$ cat src/rtl/ball_motion_sched.sv
// Per-frame motion scheduler: turns VGA frame ticks plus keyboard/wall state
// into exactly one registered motion update per frame over a valid/ready handshake.
module ball_motion_sched #(
    parameter logic [9:0] STEP  = 10'd2,
    parameter logic [7:0] W_KEY = 8'h1A,
    parameter logic [7:0] A_KEY = 8'h04,
    parameter logic [7:0] S_KEY = 8'h16,
    parameter logic [7:0] D_KEY = 8'h07
) (
    input  logic        Clk,
    input  logic        Reset_n,
    input  logic        frame_clk,
    input  logic [15:0] keycode,
    input  logic        at_top,
    input  logic        at_bottom,
    input  logic        at_left,
    input  logic        at_right,
    input  logic        upd_ready,
    output logic        upd_valid,
    output logic [9:0]  X_Motion,
    output logic [9:0]  Y_Motion,
    output logic [2:0]  dir,
    output logic [7:0]  overrun
);

    typedef enum logic [1:0] {IDLE, SAMPLE, DECIDE, ISSUE} state_t;

    localparam logic [2:0] DIR_STOP  = 3'd0;
    localparam logic [2:0] DIR_UP    = 3'd1;
    localparam logic [2:0] DIR_DOWN  = 3'd2;
    localparam logic [2:0] DIR_LEFT  = 3'd3;
    localparam logic [2:0] DIR_RIGHT = 3'd4;

    localparam logic [9:0] NEG_STEP = ~STEP + 10'd1;

    state_t      state_q, state_d;
    logic        sync1_q, sync2_q, edge_q;
    logic        frameTick;
    logic [7:0]  key0_q, key0_d, key1_q, key1_d;
    logic [7:0]  prev0_q, prev0_d, prev1_q, prev1_d;
    logic [3:0]  walls_q, walls_d;
    logic [2:0]  dir_q, dir_d;
    logic [9:0]  xMot_q, xMot_d, yMot_q, yMot_d;
    logic        valid_q, valid_d;
    logic [7:0]  overrun_q, overrun_d;

    logic [2:0]  keyDir0, keyDir1, arbDir, bounceDir;
    logic        newPress0, newPress1;

    // Maps a keycode to a direction; anything other than WASD yields STOP.
    function automatic logic [2:0] keyToDir(input logic [7:0] k);
        logic [2:0] d;
        d = DIR_STOP;
        if (k == W_KEY)      d = DIR_UP;
        else if (k == S_KEY) d = DIR_DOWN;
        else if (k == A_KEY) d = DIR_LEFT;
        else if (k == D_KEY) d = DIR_RIGHT;
        return d;
    endfunction

    assign frameTick = sync2_q & ~edge_q;

    always_ff @(posedge Clk or negedge Reset_n) begin
        if (!Reset_n) begin
            sync1_q   <= 1'b0;
            sync2_q   <= 1'b0;
            edge_q    <= 1'b0;
            state_q   <= IDLE;
            key0_q    <= 8'h00;
            key1_q    <= 8'h00;
            prev0_q   <= 8'h00;
            prev1_q   <= 8'h00;
            walls_q   <= 4'h0;
            dir_q     <= DIR_STOP;
            xMot_q    <= 10'd0;
            yMot_q    <= 10'd0;
            valid_q   <= 1'b0;
            overrun_q <= 8'h00;
        end else begin
            sync1_q   <= frame_clk;
            sync2_q   <= sync1_q;
            edge_q    <= sync2_q;
            state_q   <= state_d;
            key0_q    <= key0_d;
            key1_q    <= key1_d;
            prev0_q   <= prev0_d;
            prev1_q   <= prev1_d;
            walls_q   <= walls_d;
            dir_q     <= dir_d;
            xMot_q    <= xMot_d;
            yMot_q    <= yMot_d;
            valid_q   <= valid_d;
            overrun_q <= overrun_d;
        end
    end

    // Arbitration works on the sampled registers only, so keycode never reaches outputs combinationally.
    always_comb begin
        keyDir0   = keyToDir(key0_q);
        keyDir1   = keyToDir(key1_q);
        newPress0 = (keyDir0 != DIR_STOP) && (key0_q != prev0_q);
        newPress1 = (keyDir1 != DIR_STOP) && (key1_q != prev1_q);
        if (newPress0)      arbDir = keyDir0;
        else if (newPress1) arbDir = keyDir1;
        else                arbDir = dir_q;

        bounceDir = arbDir;
        case (arbDir)
            DIR_UP:    if (walls_q[3]) bounceDir = DIR_DOWN;
            DIR_DOWN:  if (walls_q[2]) bounceDir = DIR_UP;
            DIR_LEFT:  if (walls_q[1]) bounceDir = DIR_RIGHT;
            DIR_RIGHT: if (walls_q[0]) bounceDir = DIR_LEFT;
            default:   bounceDir = arbDir;
        endcase
    end

    always_comb begin
        state_d   = state_q;
        key0_d    = key0_q;
        key1_d    = key1_q;
        prev0_d   = prev0_q;
        prev1_d   = prev1_q;
        walls_d   = walls_q;
        dir_d     = dir_q;
        xMot_d    = xMot_q;
        yMot_d    = yMot_q;
        valid_d   = valid_q;
        overrun_d = overrun_q;

        // Ticks arriving while an update is in flight are dropped, not queued.
        if (frameTick && state_q != IDLE && overrun_q != 8'hFF)
            overrun_d = overrun_q + 8'd1;

        case (state_q)
            IDLE: begin
                if (frameTick) state_d = SAMPLE;
            end
            SAMPLE: begin
                key0_d  = keycode[7:0];
                key1_d  = keycode[15:8];
                walls_d = {at_top, at_bottom, at_left, at_right};
                state_d = DECIDE;
            end
            DECIDE: begin
                prev0_d = key0_q;
                prev1_d = key1_q;
                dir_d   = bounceDir;
                xMot_d  = 10'd0;
                yMot_d  = 10'd0;
                case (bounceDir)
                    DIR_UP:    yMot_d = NEG_STEP;
                    DIR_DOWN:  yMot_d = STEP;
                    DIR_LEFT:  xMot_d = NEG_STEP;
                    DIR_RIGHT: xMot_d = STEP;
                    default:   ;
                endcase
                valid_d = 1'b1;
                state_d = ISSUE;
            end
            ISSUE: begin
                if (upd_ready) begin
                    valid_d = 1'b0;
                    state_d = IDLE;
                end
            end
            default: state_d = IDLE;
        endcase
    end

    assign upd_valid = valid_q;
    assign X_Motion  = xMot_q;
    assign Y_Motion  = yMot_q;
    assign dir       = dir_q;
    assign overrun   = overrun_q;

endmodule

$ cat config.mk
export PLATFORM = sky130hd
export DESIGN_NAME = ball_motion_sched
export DESIGN_NICKNAME = d
export VERILOG_FILES = /design/src/rtl/ball_motion_sched.sv
export SDC_FILE = /design/constraint.sdc
export NUM_CORES = 1
export LEC_CHECK = 0
export CAP_MARGIN = 20
export CORE_MARGIN = 3
export CORE_UTILIZATION = 46
export CTS_CLUSTER_SIZE = 20
export DETAILED_ROUTE_END_ITERATION = 10
export PLACE_DENSITY = 0.83
export RECOVER_POWER = 25
export SLEW_MARGIN = 20
export SYNTH_ARGS = -nofsm -noshare
export SYNTH_HDL_FRONTEND = slang
export SYNTH_SLANG_ARGS = --single-unit
export TNS_END_PERCENT = 100
$ cat constraint.sdc
create_clock -name Clk -period 7.7 [get_ports Clk]
set_input_delay 1.155 -clock Clk [delete_from_list [all_inputs] [get_ports Clk]]
set_output_delay 1.155 -clock Clk [all_outputs]
set_load 0.03 [all_outputs]
==> out/qor.yml, run 1 <==
outcome:
  status: "finished, violations left"
  failed_checks: "capacitance limit, slew limit"
drt:
  final_antenna_net_count: 0
  drc: 0
  wirelength_mm: 5.437
  drt_iter0_drc: 99
  wl_per_cell_um: 14.62
  viasPerCell: 5.468
  via_count: 2034
  drtPass1Iterations: 4
sta:
  fin_crit_ns: 3.590
  finalSetupViolCount: 0
  tightestPinTransition_ns: 2.993
  setup_tns_ns: 0
  period_share: 0.4662
  max_freq_mhz: 278.6
  finalHoldViolCount: 0
  fin_skew_ns: 0.007473
  rsz0062_at_grt: "no"
  slew_headroom: -0.9955
  maxSlewViolCount: 58
critical_path:
  path_delay_family: "buffers and inverters"
  crit_start: "Reset_n"
  worst_r2r_startpoint: "key1_q[1]"
  crit_path_end_kind: "async pin"
  cp-start-kind: "primary input"
  path_buf_inv: 2
  crit_fanout: 57
  max_stage_delay_ns: 2.10
  crit_chain: "buf_2 > clkbuf_1"
  cp.required_ns: 7.47
  worst_path_max_delay_cell: "clkbuf_1"
  crit_arrival_ns: 3.36
  worst-setup-path-type: "primary input to async pin"
job:
  drv_cap: 1
grt:
  antenna_found_initial: 0
  grt_usage: 0.1636
  overflow: 0
  grt_max_degree: 58
  grt_pass1_vias: 2050
  grt_first_pass_wirelength_mm: 9.508
synthesis:
  async_flop_share: 1.000
  yosysTopAreaCell: "dfrtp_1"
  synth_area_um2: 2942
  ys_warn_count: 0
  synth_area_per_cell_um2: 11.49
  synth_enable_flop_cells: 0
  netlist_instances: 256
  synth.ff_latch_count: 57
  synth_top_area_share: 0.4849
  yosys-top-cells-area: "dfrtp_1, mux2_2, xnor2_1"
  synth_top_flop_cell: "dfrtp_1"
  synth_cell_types: 53
  yosysSeqAreaShare: 0.4849
power_and_ir_drop:
  p_leak_nw: 1.480
  ir_drop_v: 0.0002506
  power_frac_comb: 0.471
  p_per_area_nw_per_um2: 463.6
  switchingPower_uw: 659.0
  seqPwrFrac: 0.358
  intPower_mw: 1.008
  p_clk_frac: 0.171
  sw_frac_of_total: 0.3952
place:
  placed_area_um2: 3392
  io_buffers: 53
  place.gp.congestion: 0.8588
  place.detailed.hpwl_mm: 3.824
clock_tree:
  hold_buffers: 0
  tritoncts: "yes"
  post_cts_buffers: 0
  insertion_delay_ns: 0.33
  numCtsBuffers: 9
  cts.clk_slew.worst_paths_ns: 0.06
  clock-sinks: 57
  cts_max_level: 3
  cts_buffer_depth: 2
  postCtsResizedCells: 0
  cts_root_buf: "clkbuf_8"
die:
  pin_count: 56
  coreArea_um2: 6061
  chipHeight_um: 85.97
  start_util: 0.4853
  dieArea_um2: 7390
  fp-row-count: 28
  die_width_um: 85.97
finish:
  fin_nets: 321
  diodes: 0
  layout_common_cells: "dfrtp_1, clkdlybuf4s50_1, mux2_2"
  area_delta_synth_final_pct: 22.25
  finalInstanceArea_um2: 3596
  drive_gt1_frac: 0.2088
  layout_commonest_cell: "dfrtp_1"
hold_path:
  hold_path.class: "register to register"
  hp-start: "sync1_q"
-- logic make-up (layout without fill, tap and decap cells) --
group,count (synthesis),count (layout),synth area share
AOI/OAI and AO/OA,40,40,0.09528
xor gates and xnor gates,27,27,0.08039
adders and majority gates,5,5,0.02127
buffers and inverters,39,79,0.07401
DFF,57,57,0.4849
muxes,39,39,0.1489
other,1,2,0.001275
and+or+nand+nor,48,48,0.09400
-- registers in the layout, indices dropped and copies added, names as in the netlist, 2 cells and up --
name / cells
key0_q: 8
key1_q: 8
overrun: 8
prev0_q: 8
prev1_q: 8
walls_q: 4
dir: 3
X_Motion: 2
Y_Motion: 2
state_q: 2
-- synth_stat cells (all sizes together), types with 2 or more instances --
cell / instances
nor2b: 2
xnor2: 14
a21oi: 10
inv: 8
and3: 2
nand2: 9
nand3b: 2
xor2: 13
a22oi: 2
nand4: 4
o22ai: 3
dfrtp: 57
nor4b: 2
clkbuf: 11
o21ai: 8
nand3: 4
ha: 5
o32a: 2
or3: 2
nor2: 7
nor4: 2
buf: 20
mux2: 38
nor3b: 2
nor3: 5
a31oi: 4
-- worst paths after layout --
path / endpoint / cells past startpoint / slack [ns]
worst min register to register: sync2_q / 0 / 0.35
worst max-delay path: prev0_q[5] / 2 / 4.11
min in group asynchronous: key0_q[5] / 2 / 1.89
max in group Clk: X_Motion[1] / 9 / 4.90
worst min-delay path: sync2_q / 0 / 0.35
worst max register to register: X_Motion[1] / 9 / 4.90
-- routing by layer --
metal | routed length [um] | GRT usage | share of wire
met5 | 0 | 0 | 0
met4 | 127 | 0.08489 | 0.023
met1 | 2447 | 0.2065 | 0.45
met3 | 319 | 0.04323 | 0.059
met2 | 2544 | 0.2572 | 0.47
-- through the flow --
stage / setup slack (ns) / total power [mW] / util / hold WS (ns) / instances
3_5_place_dp: 4.920 / 1.389 / 0.5597 / 0.3347 / 356
3_3_place_gp: 5.002 / 1.359 / 0.5597 / 0.3314 / 356
6_report: 4.110 / 1.667 / 0.5933 / 0.3462 / 372
2_1_floorplan: 5.039 / 1.201 / - / 0.3312 / 257
5_1_grt: 3.418 / 1.786 / 0.5933 / 0.3521 / 372
4_1_cts: 4.903 / 1.682 / 0.5939 / 0.3483 / 372
-- power by group through the flow --
stage,clock [mW],sequential (mW),combinational (mW)
after floorplan,0,0.577,0.624
final,0.285,0.597,0.785
after global routing,0.307,0.623,0.856
after CTS,0.294,0.595,0.793
after detailed placement,0,0.599,0.790
after global placement,0,0.588,0.771
-- cell type report --
cell class                      instances  area [um2]
Fill cell                             517        2465
Clock buffer                           14       172.7
Inverter                                8       30.03
Tap cell                               75       93.84
Sequential cell                        57        1426
Multi-Input combinational cell        161        1301
Timing Repair Buffer                   55       536.8
Clock inverter                          2       35.03
(Power assumes the default switching activity.)
==> inputs of run 2 (changes only) <==
--- a/config.mk
+++ b/config.mk
@@ -10,7 +10,7 @@
 export CORE_UTILIZATION = 46
 export CTS_CLUSTER_SIZE = 20
 export DETAILED_ROUTE_END_ITERATION = 10
-export PLACE_DENSITY = 0.83
+export PLACE_DENSITY = 0.86
 export RECOVER_POWER = 25
 export SLEW_MARGIN = 20
 export SYNTH_ARGS = -nofsm -noshare
==> constraint.sdc (replaced) <==
create_clock -name Clk -period 3.2 [get_ports Clk]
set_input_delay 0.48 -clock Clk [delete_from_list [all_inputs] [get_ports Clk]]
set_output_delay 0.48 -clock Clk [all_outputs]
set_load 0.03 [all_outputs]
==> out/qor.yml, run 2 (synthesis gave the netlist of run 1 again) <==
outcome:
  status: "finished, final reports clean"
sta:
  period_share: 0.8818
  rsz0062_at_grt: "no"
  setup_tns_ns: 0  # unchanged
  fin_skew_ns: 0.007187  # -0.0002863 ns
  tightestPinTransition_ns: 0.9870  # -2.006 ns
  finalSetupViolCount: 0  # unchanged
  maxSlewViolCount: 0  # -100%
  fin_crit_ns: 2.822
  max_freq_mhz: 354.4
  slew_headroom: 0.3420  # +1.338
  finalHoldViolCount: 0  # unchanged
finish:
  multi_input_area_um2: 1301  # unchanged
  diodes: 0  # unchanged
  finalInstanceArea_um2: 3616  # +0.56%
  seqCellArea_um2: 1426  # unchanged
  fin_nets: 324  # +0.93%
  area_delta_synth_final_pct: 22.93
  fillers: 480  # -7.2%
  layout_commonest_cell: "dfrtp_1"
  drive_gt1_frac: 0.2233  # +0.01458
  layout_common_cells: "dfrtp_1, clkdlybuf4s50_1, mux2_2"
place:
  place.detailed.hpwl_mm: 3.953  # +3.4%
  place.gp.congestion: 0.8666  # +0.91%
  placed_area_um2: 3415  # +0.66%
  io_buffers: 53  # unchanged
power_and_ir_drop:
  finalPower_mw: 4.029  # +140%
  p_per_area_nw_per_um2: 1114  # +140%
  ir_drop_v: 0.0006062  # +140%
  p_leak_nw: 1.487  # +0.49%
drt:
  drt_iter0_drc: 71  # -28%
  drc: 0  # unchanged
  final_antenna_net_count: 0  # unchanged
  via_count: 1991  # -2.1%
  wirelength_mm: 5.595  # +2.9%
  drtPass1Iterations: 4  # unchanged
  viasPerCell: 5.309  # -2.9%
  wl_per_cell_um: 14.92  # +2.1%
die:
  die_width_um: 85.97  # unchanged
  coreArea_um2: 6061  # unchanged
  fp-row-count: 28  # unchanged
  start_util: 0.4853  # unchanged
  chipHeight_um: 85.97  # unchanged
  dieArea_um2: 7390  # unchanged
  pin_count: 56  # unchanged
grt:
  use_met1: 0.2023  # -0.004191
  grt_pass1_vias: 2050  # unchanged
  grt_use_met2: 0.2733  # +0.01612
  antenna_found_initial: 0  # unchanged
  overflow: 0  # unchanged
  grt_use_met3: 0.05091  # +0.007685
  grt_first_pass_wirelength_mm: 9.515  # about the same
  grt_max_degree: 40  # -31%
  grt-busiest-layer: "met2"
  grt_usage: 0.1662  # +0.002672
critical_path:
  crit_path_end_kind: "register"
  crit_fanout: 8  # -86%
  worst-setup-path-type: "register to register"
  reg2regPathDepth: 9  # unchanged
  regToRegSetupSlack_ns: 0.38  # -4.52 ns
  worst_r2r_endpoint: "X_Motion[1]"
  cp.required_ns: 3.43  # -4.04 ns
  crit_start: "key1_q[4]"
  worst_r2r_startpoint: "key1_q[4]"
  cp-start-kind: "register"
  crit_arrival_ns: 3.05  # -0.31 ns
clock_tree:
  postCtsResizedCells: 0  # unchanged
  cts_buffer_depth: 2  # unchanged
  insertion_delay_ns: 0.34  # about the same
  cts.clk_slew.worst_paths_ns: 0.07  # about the same
  numCtsBuffers: 9  # unchanged
  post_cts_buffers: 0  # unchanged
  cts_max_level: 3  # unchanged
  hold_buffers: 0  # unchanged
  clock-sinks: 57  # unchanged
  tritoncts: "yes"
  cts_root_buf: "clkbuf_8"
hold_path:
  hold_path.class: "primary input to async pin"
job:
  drv_cap: 0  # -1
## run 2: power breakdown
group,leakage (nW),internal (mW),switching [mW]
combinational,0.708,0.972,0.939
sequential,0.681,1.05,0.385
clock,0.0985,0.381,0.302
total,1.49,2.40,1.63
## run 2: cell type report
class | count | share of cell area
Timing Repair Buffer | 58 | 0.1547
Multi-Input combinational cell | 161 | 0.3599
Clock inverter | 6 | 0.01869
Tap cell | 75 | 0.02595
Sequential cell | 57 | 0.3945
Clock buffer | 10 | 0.03806
Inverter | 8 | 0.008304
## run 2: metrics by stage
step | hold WS (ns) | std cells | util | worst slack, ns
after global routing | 0.3438 | 375 | 0.5966 | 0.2011
after global placement | 0.3381 | 359 | 0.5634 | 0.5017
final | 0.2665 | 375 | 0.5966 | 0.3782
after detailed placement | 0.3347 | 359 | 0.5634 | 0.4091
after floorplan | 0.1844 | 257 | - | 0.5391
after CTS | 0.05984 | 375 | 0.5972 | 0.3806
## run 2: worst max-delay path by stage
stage / slack [ns] / depth (start not counted) / endpoint
2_1_floorplan: 0.54 / 10 / X_Motion[1]
3_3_place_gp: 0.50 / 9 / X_Motion[1]
3_5_place_dp: 0.41 / 9 / X_Motion[1]
4_1_cts: 0.38 / 9 / X_Motion[1]
5_1_grt: 0.20 / 9 / X_Motion[1]
6_report: 0.38 / 9 / X_Motion[1]
## run 2: critical path, stage by stage (launching register included)
cell and delay [ns]:
dfrtp_1 0.49, or4b_4 0.56, o22a_1 0.21, a221o_1 0.36, a22o_1 0.27, o32a_2 0.24
o211ai_1 0.22, o21ai_2 0.11, a31oi_1 0.17, a21oi_1 0.08
## run 2: routing by layer
metal / wire [um] / share of wire
met1: 2445 / 0.44
met2: 2771 / 0.50
met3: 299 / 0.053
met4: 79 / 0.014
met5: 0 / 0
